### config.mk
export PLATFORM = sky130hd
export DESIGN_NAME = imm_execute_stage
export DESIGN_NICKNAME = d
export VERILOG_FILES = /design/src/rtl/exec_pkg.sv /design/src/rtl/reg_file.sv /design/src/rtl/imm_execute_stage.sv
export VERILOG_INCLUDE_DIRS = /design/src /design/src/rtl
export SDC_FILE = /design/constraint.sdc
export NUM_CORES = 2
export LEC_CHECK = 0
export CAP_MARGIN = 20
export CORE_ASPECT_RATIO = 0.6
export CORE_MARGIN = 3
export CORE_UTILIZATION = 60
export DETAILED_ROUTE_END_ITERATION = 16
export PLACE_DENSITY = 0.77
export REMOVE_ABC_BUFFERS = 1
export SLEW_MARGIN = 20
export SYNTH_ARGS = -nofsm -noshare
export SYNTH_HDL_FRONTEND = slang
export SYNTH_HIERARCHICAL = 1
export SYNTH_SLANG_ARGS = --single-unit
### constraint.sdc
create_clock -name clk -period 8 [get_ports clk]
set_clock_uncertainty 0.2 [all_clocks]
set_input_delay 1.6 -clock clk [delete_from_list [all_inputs] [get_ports clk]]
set_output_delay 1.6 -clock clk [all_outputs]
set_load 0.02 [all_outputs]
### src/rtl/processor_defines.sv
// Shared ALU operation codes for the I-type decoder and its downstream stages.
`ifndef FILE_INCL
`define FILE_INCL

`define ALU_NOP 5'b00000
`define ADDI    5'b00001
`define SLTI    5'b00010
`define SLTIU   5'b00011
`define XORI    5'b00100
`define ORI     5'b00101
`define ANDI    5'b00110
`define SLLI    5'b00111
`define SRLI    5'b01000
`define SRAI    5'b01001

`endif

### src/rtl/exec_pkg.sv
// Slot types and helpers for the immediate execute/writeback pipeline.
`include "processor_defines.sv"

package exec_pkg;

    localparam int EXEC_XLEN = 32;
    localparam int REG_COUNT = 32;

    // Operand-latch slot: everything the ALU needs, captured at the input handshake
    typedef struct packed {
        logic [4:0]           rd;
        logic [11:0]          imm;
        logic [4:0]           alu_control;
        logic [EXEC_XLEN-1:0] op1;
    } a_slot_t;

    // Result slot: what is presented to the consumer
    typedef struct packed {
        logic [4:0]           rd;
        logic [EXEC_XLEN-1:0] result;
        logic                 illegal;
    } b_slot_t;

    function automatic logic [EXEC_XLEN-1:0] sign_extend_imm(input logic [11:0] imm);
        return {{(EXEC_XLEN-12){imm[11]}}, imm};
    endfunction

endpackage

### src/rtl/reg_file.sv
// 32-entry register file: one write port, two combinational read ports, x0 hardwired to zero.
module reg_file
    import exec_pkg::*;
(
    input  logic                 clk,
    input  logic                 reset_n,
    input  logic                 we,
    input  logic [4:0]           waddr,
    input  logic [EXEC_XLEN-1:0] wdata,
    input  logic [4:0]           raddr_a,
    output logic [EXEC_XLEN-1:0] rdata_a,
    input  logic [4:0]           raddr_b,
    output logic [EXEC_XLEN-1:0] rdata_b
);

    logic [EXEC_XLEN-1:0] regs [REG_COUNT];

    // Storage clears on reset; writes aimed at x0 are dropped so it always holds zero
    always_ff @(posedge clk or negedge reset_n) begin
        if (!reset_n) begin
            for (int i = 0; i < REG_COUNT; i++) begin
                regs[i] <= '0;
            end
        end else if (we && (waddr != 5'd0)) begin
            regs[waddr] <= wdata;
        end
    end

    // Both read ports are plain lookups with x0 forced to zero
    always_comb begin
        rdata_a = (raddr_a == 5'd0) ? '0 : regs[raddr_a];
        rdata_b = (raddr_b == 5'd0) ? '0 : regs[raddr_b];
    end

endmodule

### src/rtl/imm_execute_stage.sv
// Two-stage immediate-ALU execute/writeback pipeline with A-stage forwarding.
module imm_execute_stage #(
    parameter int XLEN = 32
) (
    input  logic            clk,
    input  logic            reset_n,
    input  logic            in_valid,
    output logic            in_ready,
    input  logic [4:0]      in_rs1,
    input  logic [4:0]      in_rd,
    input  logic [11:0]     in_imm,
    input  logic [4:0]      in_alu_control,
    output logic            out_valid,
    input  logic            out_ready,
    output logic [4:0]      out_rd,
    output logic [XLEN-1:0] out_result,
    output logic            out_illegal,
    output logic [31:0]     retired_count,
    input  logic [4:0]      dbg_raddr,
    output logic [XLEN-1:0] dbg_rdata
);

    import exec_pkg::*;

    a_slot_t        a_slot;
    b_slot_t        b_slot;
    logic           a_valid;
    logic           b_free;
    logic           a_adv;
    logic           in_fire;
    logic           out_fire;
    logic [XLEN-1:0] simm;
    logic [4:0]      shamt;
    logic [XLEN-1:0] alu_result;
    logic            alu_illegal;
    logic [XLEN-1:0] rf_rdata;
    logic [XLEN-1:0] op1_next;
    logic            rf_we;

    // Handshake plumbing: A can move whenever B is empty or draining this cycle
    always_comb begin
        b_free   = !out_valid || out_ready;
        a_adv    = a_valid && b_free;
        in_ready = !a_valid || a_adv;
        in_fire  = in_valid && in_ready;
        out_fire = out_valid && out_ready;
    end

    // Immediate ALU evaluated on the A slot; unknown codes and NOP flag illegal with a zero result
    always_comb begin
        simm        = sign_extend_imm(a_slot.imm);
        shamt       = a_slot.imm[4:0];
        alu_result  = '0;
        alu_illegal = 1'b0;
        case (a_slot.alu_control)
            `ADDI:   alu_result = a_slot.op1 + simm;
            `SLTI:   alu_result = {{(XLEN-1){1'b0}}, ($signed(a_slot.op1) < $signed(simm))};
            `SLTIU:  alu_result = {{(XLEN-1){1'b0}}, (a_slot.op1 < simm)};
            `XORI:   alu_result = a_slot.op1 ^ simm;
            `ORI:    alu_result = a_slot.op1 | simm;
            `ANDI:   alu_result = a_slot.op1 & simm;
            `SLLI:   alu_result = a_slot.op1 << shamt;
            `SRLI:   alu_result = a_slot.op1 >> shamt;
            `SRAI:   alu_result = $unsigned($signed(a_slot.op1) >>> shamt);
            default: alu_illegal = 1'b1;
        endcase
    end

    // Operand select: the regfile write from A lands on the same edge, so bypass it directly
    always_comb begin
        op1_next = rf_rdata;
        if (in_rs1 == 5'd0) begin
            op1_next = '0;
        end else if (a_adv && !alu_illegal && (a_slot.rd == in_rs1) && (a_slot.rd != 5'd0)) begin
            op1_next = alu_result;
        end
    end

    // Writeback happens as the result moves into B; illegal slots and x0 never write
    always_comb begin
        rf_we = a_adv && !alu_illegal && (a_slot.rd != 5'd0);
    end

    reg_file u_reg_file (
        .clk     (clk),
        .reset_n (reset_n),
        .we      (rf_we),
        .waddr   (a_slot.rd),
        .wdata   (alu_result),
        .raddr_a (in_rs1),
        .rdata_a (rf_rdata),
        .raddr_b (dbg_raddr),
        .rdata_b (dbg_rdata)
    );

    // A slot: fills on an input handshake, empties when it advances with nothing behind it
    always_ff @(posedge clk or negedge reset_n) begin
        if (!reset_n) begin
            a_valid <= 1'b0;
            a_slot  <= '0;
        end else if (in_fire) begin
            a_valid            <= 1'b1;
            a_slot.rd          <= in_rd;
            a_slot.imm         <= in_imm;
            a_slot.alu_control <= in_alu_control;
            a_slot.op1         <= op1_next;
        end else if (a_adv) begin
            a_valid <= 1'b0;
        end
    end

    // B slot: takes the ALU result when A advances, empties on a handshake with no replacement
    always_ff @(posedge clk or negedge reset_n) begin
        if (!reset_n) begin
            out_valid <= 1'b0;
            b_slot    <= '0;
        end else if (a_adv) begin
            out_valid      <= 1'b1;
            b_slot.rd      <= a_slot.rd;
            b_slot.result  <= alu_result;
            b_slot.illegal <= alu_illegal;
        end else if (out_ready) begin
            out_valid <= 1'b0;
        end
    end

    // Count of results actually taken by the consumer, wrapping naturally
    always_ff @(posedge clk or negedge reset_n) begin
        if (!reset_n) begin
            retired_count <= '0;
        end else if (out_fire) begin
            retired_count <= retired_count + 32'd1;
        end
    end

    assign out_rd      = b_slot.rd;
    assign out_result  = b_slot.result;
    assign out_illegal = b_slot.illegal;

endmodule
Word-level counts from Yosys, hierarchy flattened
Cells that the tools add are included.
{"block": "word_totals", "in_bits": 36, "reg_bits": 1150, "elab_cells": 106}
{"block": "classes", "mux": 18, "add_sub_neg": 2, "n_eq_ne": 10, "n_bitwise": 6, "magnitude_cmp": 6, "shifts": 3, "reduce_logical": 19}
{"cell": "$bwmux W1024", "count": 1}
{"cell": "$bmux W32 S5", "count": 2}
{"cell": "$pmux W32 S9", "count": 1}
{"cell": "$mux W32", "count": 8}
{"cell": "$demux W32 S5", "count": 1}
{"cell": "$add A32 B1 Y32 const B", "count": 1}
{"cell": "$add A32 B32 Y32", "count": 1}
{"cell": "$and A32 B32 Y32", "count": 1}
{"cell": "$lt A32 B12 Y1", "count": 1}
{"cell": "$lt A32 B32 Y1", "count": 1}
{"cell": "$or A32 B32 Y32", "count": 1}
{"cell": "$shl A32 B5 Y32", "count": 1}
{"cell": "$shr A32 B5 Y32", "count": 1}
{"cell": "$sshr A32 B5 Y32", "count": 1}
{"cell": "$xor A32 B32 Y32", "count": 1}
{"cell": "$eq A5 B3 Y1 const B", "count": 4}
{"cell": "$ge A6 B6 Y1 const B", "count": 3}
{"cell": "$not A5 Y6", "count": 3}
{"cell": "$eq A5 B2 Y1 const B", "count": 2}
{"cell": "$eq A5 B4 Y1 const B", "count": 2}
{"cell": "$logic_not A5 Y1", "count": 2}
{"cell": "$logic_and A1 B1 Y1", "count": 9}
{"cell": "$reduce_or A9 Y1", "count": 1}
{"cell": "$lt A6 B1 Y1 const B", "count": 1}
{"cell": "other kinds (7)", "count": 14}

Logic depth before layout (Yosys ltp)
{"block": "logic_depth", "word_depth": 8, "ltp_mapped": 17, "ltp_nobuf": 12}

Hierarchy
Netlist, hierarchy kept.
{"mod": "reg_file", "seq_area_each_um2": 25624.6, "cells_each": 3621, "n_inst": 1, "area_per_inst_um2": 54359.6}
{"mod": "imm_execute_stage", "seq_area_each_um2": 3153.0, "cells_each": 1467, "n_inst": 1, "area_per_inst_um2": 12787.3}

Worst setup path before layout
OpenSTA, ideal clock, no wires.
{"block": "synth_timing", "kind": "input to output", "startpoint": "in dbg_raddr[0]", "endpoint": "out dbg_rdata[10]", "t_arrival_ns": 3.280, "slack_ns": 2.920, "stages": 7, "path_cell_list": "buf_2 buf_2 nor2_1 clkbuf_1 a221oi_1 o21ai_0 a311oi_1"}
{"block": "synth_between", "elab_chain_len": 5, "word_cells_on_any_way": 6, "cone_classes": "mux (4); bitwise (1); reduce/logical (1)"}
{"element": "from (decl)", "line": "imm_execute_stage.sv:19", "rtl": "input logic [4:0] dbg_raddr,"}
{"element": "$not A5 Y6 (not written as such)", "line": "reg_file.sv:32", "rtl": "rdata_b = (raddr_b == 5'd0) ? '0 : regs[raddr_b];"}
{"element": "$bmux W32 S5", "line": "reg_file.sv:32"}
{"element": "$mux W32 (not written as such) (2 in a row)", "line": "reg_file.sv:32"}
{"element": "$mux W32 *", "line": "reg_file.sv:32"}
{"element": "to (decl)", "line": "imm_execute_stage.sv:20", "rtl": "output logic [XLEN-1:0] dbg_rdata"}
Mark *: on every way between the ends. The rest lies on a longest branch, timed or not. The select of a mux whose other input is x is not followed.

Final worst setup path
{"block": "layout_timing", "startpoint": "in dbg_raddr[3]", "endpoint": "out dbg_rdata[30]"}
Same word-level chain as after synthesis.

==> impl_results.md <==
- PD cells: 225 nW/um^2
- Syn Inst Count: 5,088
- Crit start category: primary input
- Die area: 116,000 um^2
- Peak Freq: 141 MHz
- Leakage power: 33.0 nW
- DRC violations left: 0
- Async S/R FF share, synth: 100%
- Initial DRC Count: 7,602
- Top-area cell type share of the netlist area: 42.9%
- Vias per cell: 7.52
- Die width: 438 um
- Avg Cell Area, Syn: 13.2 um^2
- CTS H-tree lvls: 3
- RR Startpoint: a_slot[38]
- Share of layout cells above drive strength 1: 40.7%
- RR Endpoint: u_reg_file/regs[121]
- Total of max-cap violations: 0
- Fin util: 66.5%
- First drt pass iteration count: 9
- # setup viols final: 0
- CP Launch Point: dbg_raddr[3]
- Area of the mapped netlist: 67,100 um^2
- Multi-input logic area: 35,900 um^2
- Grt met3 use: 17.9%
- Number of global-route vias before repair: 48.2k
- Placed cell count: 6,346
- Max clock buf depth: 3
- Detailed placer's ending HPWL: 146,000 um
- Register Area: 28,800 um^2
- GRT busiest layer: met1
- Post-CTS Hold Buffers: 0
- Antenna Nets Post-Route: 0
- Top post-synthesis cells by count: dfrtp_1, mux2_2, mux4_2
- PostCTS Resize Cnt: 0
- First-pass GRT wire length: 335,000 um
- Hold path cells: 0
- Synth area leader: dfrtp_1
- Top cells by area, synth: dfrtp_1, mux2_2, mux4_2, mux2i_1, ha_1
- Crit end category: primary output
- Sequential area share after synthesis: 42.9%
- WHS: 0.197 ns
- Met1 Usage GRT: 57.9%
- Vias: 49.2k
- Post-CTS Setup Bufs: 0
- NumNets Final: 5,101
- Worst reg-to-reg setup slack: 2.43 ns
- Avg WL per Cell: 35.2 um
- Initial Util: 60.9%
- Core Region: 110,000 um^2
- Final hold violations: 0
- Outcome: finished clean
- Most frequent cell after synthesis: dfrtp_1
- Ports: 140
- Die Y: 265 um
- Worst Tran Pin Value: 1.31 ns
- Crit path DAT: 5.29 ns
- Met2 Usage GRT: 49.9%
- FF-to-FF path depth: 14
- P&R area growth vs syn: 9.18%
- Row cnt: 94
- GRT Total Usage: 39.4%
- Ys Warns: 6
- Total CTS buffers: 106
- Max FO, Critical Path: 30
- Initial antenna violation count: 10
- Root buf cell: clkbuf_16
- Worst hold start: u_reg_file/regs[1019]
- Peak supply drop: 0.222 mV
- Non-filler cells, final: 6,539
- Clk sinks: 1,150
- GRT Residual Overflow: 0
- Largest net degree at the start of global routing: 177
- Fillers: 7,913
- Total negative setup slack: 0 ns
- Final wirelength: 230,000 um
- Worst setup path category: in -> out
- Worst slew margin: 12.5%
- Synth cell types: 84
- Worst-case hold path end point: u_reg_file/regs[1019]
- Fin crit share: 88.6%
- Gpl congestion: 1.08
- WP data required: 6.20 ns
- Synthesized flop and latch total: 1,150
- Post-synth EDFFs: 0
- Clk slew on worst S/H paths: 0.06 ns
- Min Tclk post-route: 7.09 ns
- IO Port Bufs: 139
- Max Slew Vio Count: 0
- Class of the worst hold path: reg -> reg
- Pwr Total: 16.5 mW
- Unrepaired setup endpoints after global routing: false
- CTS tree: done
- Top_reg_cell synth: dfrtp_1
- Worst skew pair latency: 0.74 ns
==> cell usage in the layout, fill, tap and decap left out, types with 16 or more instances in the layout <==
cell and count:
dfrtp_1 1146, mux2_2 1104, mux4_2 514, o21ai_0 196
nand2_1 166, mux2i_1 163, buf_4 160, nor2_1 154
clkdlybuf4s50_1 128, a21oi_1 110, clkbuf_16 108, ha_1 98
a211oi_1 94, inv_1 72, nor2b_1 71, a22oi_1 68
a311oi_1 66, a221oi_1 52, nand3_1 35, o21ai_1 30
xnor2_1 30, nor3_1 27, clkbuf_8 23, xor2_1 21
a32oi_1 21, clkbuf_1 21, o2111ai_1 18, nand2b_1 17
clkinv_2 16
==> stage by stage <==
| stage | cell area (um^2) | setup slack [ns] |
|---|---|---|
| finish | 73300 | 0.913 |
| global route | 73300 | 1.05 |
| CTS | 73300 | 1.18 |
| detailed placement | 69700 | 1.17 |
| global placement | 69700 | 1.24 |
| floorplan | 64700 | 1.58 |
==> cell type report <==
type	count	share of cell area (%)
clock inverter	36	0.654
inverter	79	0.408
sequential	1150	39.3
antenna	5	0.0171
tap	1488	2.54
multi-input combinational	3316	49.0
clock buffer	152	4.23
timing repair buffer	313	3.92
==> worst max-delay path by stage <==
| stage | end | slack [ns] | cells past startpoint |
|---|---|---|---|
| 2_1_floorplan | u_reg_file/regs[206] | 1.58 | 6 |
| 3_3_place_gp | dbg_rdata[3] | 1.24 | 6 |
| 3_5_place_dp | dbg_rdata[30] | 1.17 | 5 |
| 4_1_cts | dbg_rdata[30] | 1.18 | 5 |
| 5_1_grt | dbg_rdata[30] | 1.05 | 5 |
| 6_report | dbg_rdata[30] | 0.91 | 5 |
==> per-layer routing <==
metal  share of wire, %  vias to the layer above  wire length [um]
met2                 39                     3649             90100
met1                 40                    25700             93300
met5               0.27                        -               630
met3                 16                      587             35800
met4                4.6                       10             10600
li1                   -                    19200                 -
==> registers in the layout, summed over array words and instances, names as in the netlist <==
| register | flops |
|---|---|
| out_rd | 5 |
| a_slot | 54 |
| u_reg_file/regs | 1024 |
| out_valid | 1 |
| out_illegal | 1 |
| out_result | 32 |
| a_valid | 1 |
| retired_count | 32 |
==> logic make-up (layout without fill, tap and decap cells) <==
| group | count (synthesis) | after routing | synth area share (%) |
|---|---|---|---|
| DFF | 1150 | 1150 | 42.9 |
| xor gates and xnor gates | 51 | 51 | 0.665 |
| muxes | 1795 | 1795 | 38.5 |
| other | 0 | 5 | 0 |
| AOI/OAI and AO/OA | 775 | 775 | 7.77 |
| buffers and inverters | 622 | 580 | 4.13 |
| adders and majority gates | 99 | 99 | 1.86 |
| and+or+nand+nor | 596 | 596 | 4.21 |
==> worst max-delay path: stages <==
cell             delay, ns
buf_2                 0.82
and2_2                0.97
a22oi_1               0.17
a311oi_1              0.91
clkdlybuf4s50_1       0.77
==> power breakdown <==
group	total, mW	switching, mW	internal, mW
sequential	7.03	0.600	6.43
clock	5.34	2.35	2.99
combinational	4.15	2.41	1.75
total	16.5	5.36	11.2
(Power assumes the default switching activity.)
==> edit (config.mk and constraints unchanged) <==
Change the package constant `REG_COUNT` from 32 to 16.
--- a/src/rtl/exec_pkg.sv
+++ b/src/rtl/exec_pkg.sv
@@ -5,5 +5,5 @@
 
     localparam int EXEC_XLEN = 32;
-    localparam int REG_COUNT = 32;
+    localparam int REG_COUNT = 16;
 
     // Operand-latch slot: everything the ALU needs, captured at the input handshake
Check against the original RTL: not equivalent (a bounded check fails within 4 cycles, from zero or initial values and one cycle with reset_n low).
==> edit against the original RTL <==
Combinational power fell by 35%; power shrank 41%; core utilization up 0.79 points; design area down 40%; fmax down 0.55%; global-route usage decreased by 1.6 points; sequential cell count shrank 512; wire length is 42% lower; register-to-register slack improved by 0.09 ns; synthesized area is 41% lower; hold slack worse by 0.00099 ns; sequential power decreased by 44%; critical path depth rose by 1; worst setup slack got worse by 0.039 ns; critical path type unchanged; largest cell class unchanged.
==> edit: results (changes against the original RTL) <==
The TritonCTS buffer count was 59 (was 106). The gate family responsible for the most delay along the worst path is simple AND/OR/NAND/NOR gates (was buffers and inverters). The number of warning messages in the yosys log came out at 6 (unchanged).

The maximum number of pins on one net before global-route repair came out at 183 (was 177). The total via count in the routed design is 31050 (was 49170). The routed length on met2 was 53.95 mm (was 90.12 mm).

The global-route wire length before repair is 198.5 mm (was 335.4 mm). The sequential area share after synthesis is 40.17% (was 42.86%). The level count of the clock H-tree is 2 (was 3). The worst path arrival time is 5.33 ns (was 5.29 ns). The met1 usage in global routing came out at 55.45% (was 57.93%). The clock insertion delay at the later pin of the skew report came out at 0.66 ns (was 0.74 ns). The post-route met1 wirelength is 54.33 mm (was 93.25 mm). Result of the run: complete, no violations (unchanged). The post-placement worst setup slack came out at 1.190 ns (was 1.171 ns).

The number of nets at the end of the flow came out at 3484 (was 5101). The initial antenna violation count is 5 (was 10). The count of different cell masters after synthesis came out at 83 (was 84). The count of routing violations after the opening detailed-route iteration was 4812 (was 7602). The count of antenna diodes in the layout came out at 0 (was 5).

The cell count of the worst reg-to-reg path is 12 (was 14). The maximum fanout along the worst path was 19 (was 30). The delay contributed by the slowest stage of the critical path came out at 0.95 ns (was 0.97 ns). The met2 usage came out at 52.06% (was 49.90%). The cell count after synthesis is 3402 (was 5088). The fraction of layout instances using a drive strength above 1 came to 29.41% (was 40.75%). Commonest cells post-synth: 638 x dfrtp_1, 532 x mux2_2, 238 x mux2i_1, 223 x mux4_2, 192 x clkbuf_1 (was 1150 x dfrtp_1, 1104 x mux2_2, 514 x mux4_2, 303 x clkbuf_1, 198 x o21ai_0). Most area-consuming cells after synthesis: dfrtp_1 40%, mux2_2 15%, mux4_2 13% (was dfrtp_1 43%, mux2_2 19%, mux4_2 17%). The final wirelength is 132.6 mm (was 230.4 mm).

The proportion of synthesized flip-flops having asynchronous set or reset came out at 100.0% (unchanged). The final RePlAce weighted congestion came to 1.038 (was 1.076). The length of the first detailed-routing pass in iterations came out at 8 (was 9). The half-perimeter wire length after placement is 84.80 mm (was 145.6 mm). The reported leakage power is 19.99 nW (was 33.04 nW). The relative slew slack is 25.43% (was 12.51%). The maximum resistive drop on vdd is 0.0001969 V (was 0.0002220 V). The total length of routed met3 wires came out at 19.81 mm (was 35.85 mm). The post-cts gate resize count was 0 (unchanged). Largest registers in the final layout: u_reg_file/regs x512, a_slot x54 (was u_reg_file/regs x1024, a_slot x54).
-- edit: worst paths after layout --
kind                                                   from                               end  slack, ns
max                                            dbg_raddr[3]                      dbg_rdata[3]       0.87
min                        u_reg_file/regs[485]$_DFFE_PN0P_  u_reg_file/regs[485]$_DFFE_PN0P_       0.20
max reg2reg                          a_slot[48]$_DFFE_PN0P_   u_reg_file/regs[87]$_DFFE_PN0P_       2.52
min reg2reg                u_reg_file/regs[485]$_DFFE_PN0P_  u_reg_file/regs[485]$_DFFE_PN0P_       0.20
max in group asynchronous                           reset_n            a_slot[53]$_DFFE_PN0P_       5.34
min in group asynchronous                           reset_n   u_reg_file/regs[31]$_DFFE_PN0P_       0.78
-- edit: cell type report --
class | count | area, µm² | share of cell area [%]
Clock buffer | 80 | 1667 | 3.816
Tap cell | 888 | 1111 | 2.544
Inverter | 88 | 330.3 | 0.7563
Sequential cell | 638 | 15970 | 36.57
Timing Repair Buffer | 222 | 2076 | 4.753
Clock inverter | 29 | 400.4 | 0.9168
Multi-Input combinational cell | 2340 | 22120 | 50.64
-- edit: cells by family after synthesis --
logic type,after synthesis,share of synthesized area [%]
DFF,638,40.17
muxes,1002,33.99
AOI/OAI and AO/OA,620,10.40
adders and majority gates,99,3.136
and+or+nand+nor,566,6.529
xor gates and xnor gates,53,1.168
buffers and inverters,424,4.606
-- edit: power by group --
| group | leakage, nW | internal, mW | switching, mW |
|---|---|---|---|
| Clock | 1.03 | 1.75 | 1.32 |
| Combinational | 10.2 | 1.11 | 1.60 |
| Sequential | 8.72 | 3.56 | 0.380 |
-- edit: metrics by stage --
stage	util [%]	instance area [µm²]
6_report	67.24	43670
5_1_grt	67.24	43670
4_1_cts	67.23	43660
3_5_place_dp	64.04	41600
3_3_place_gp	64.04	41590
2_1_floorplan	-	38240
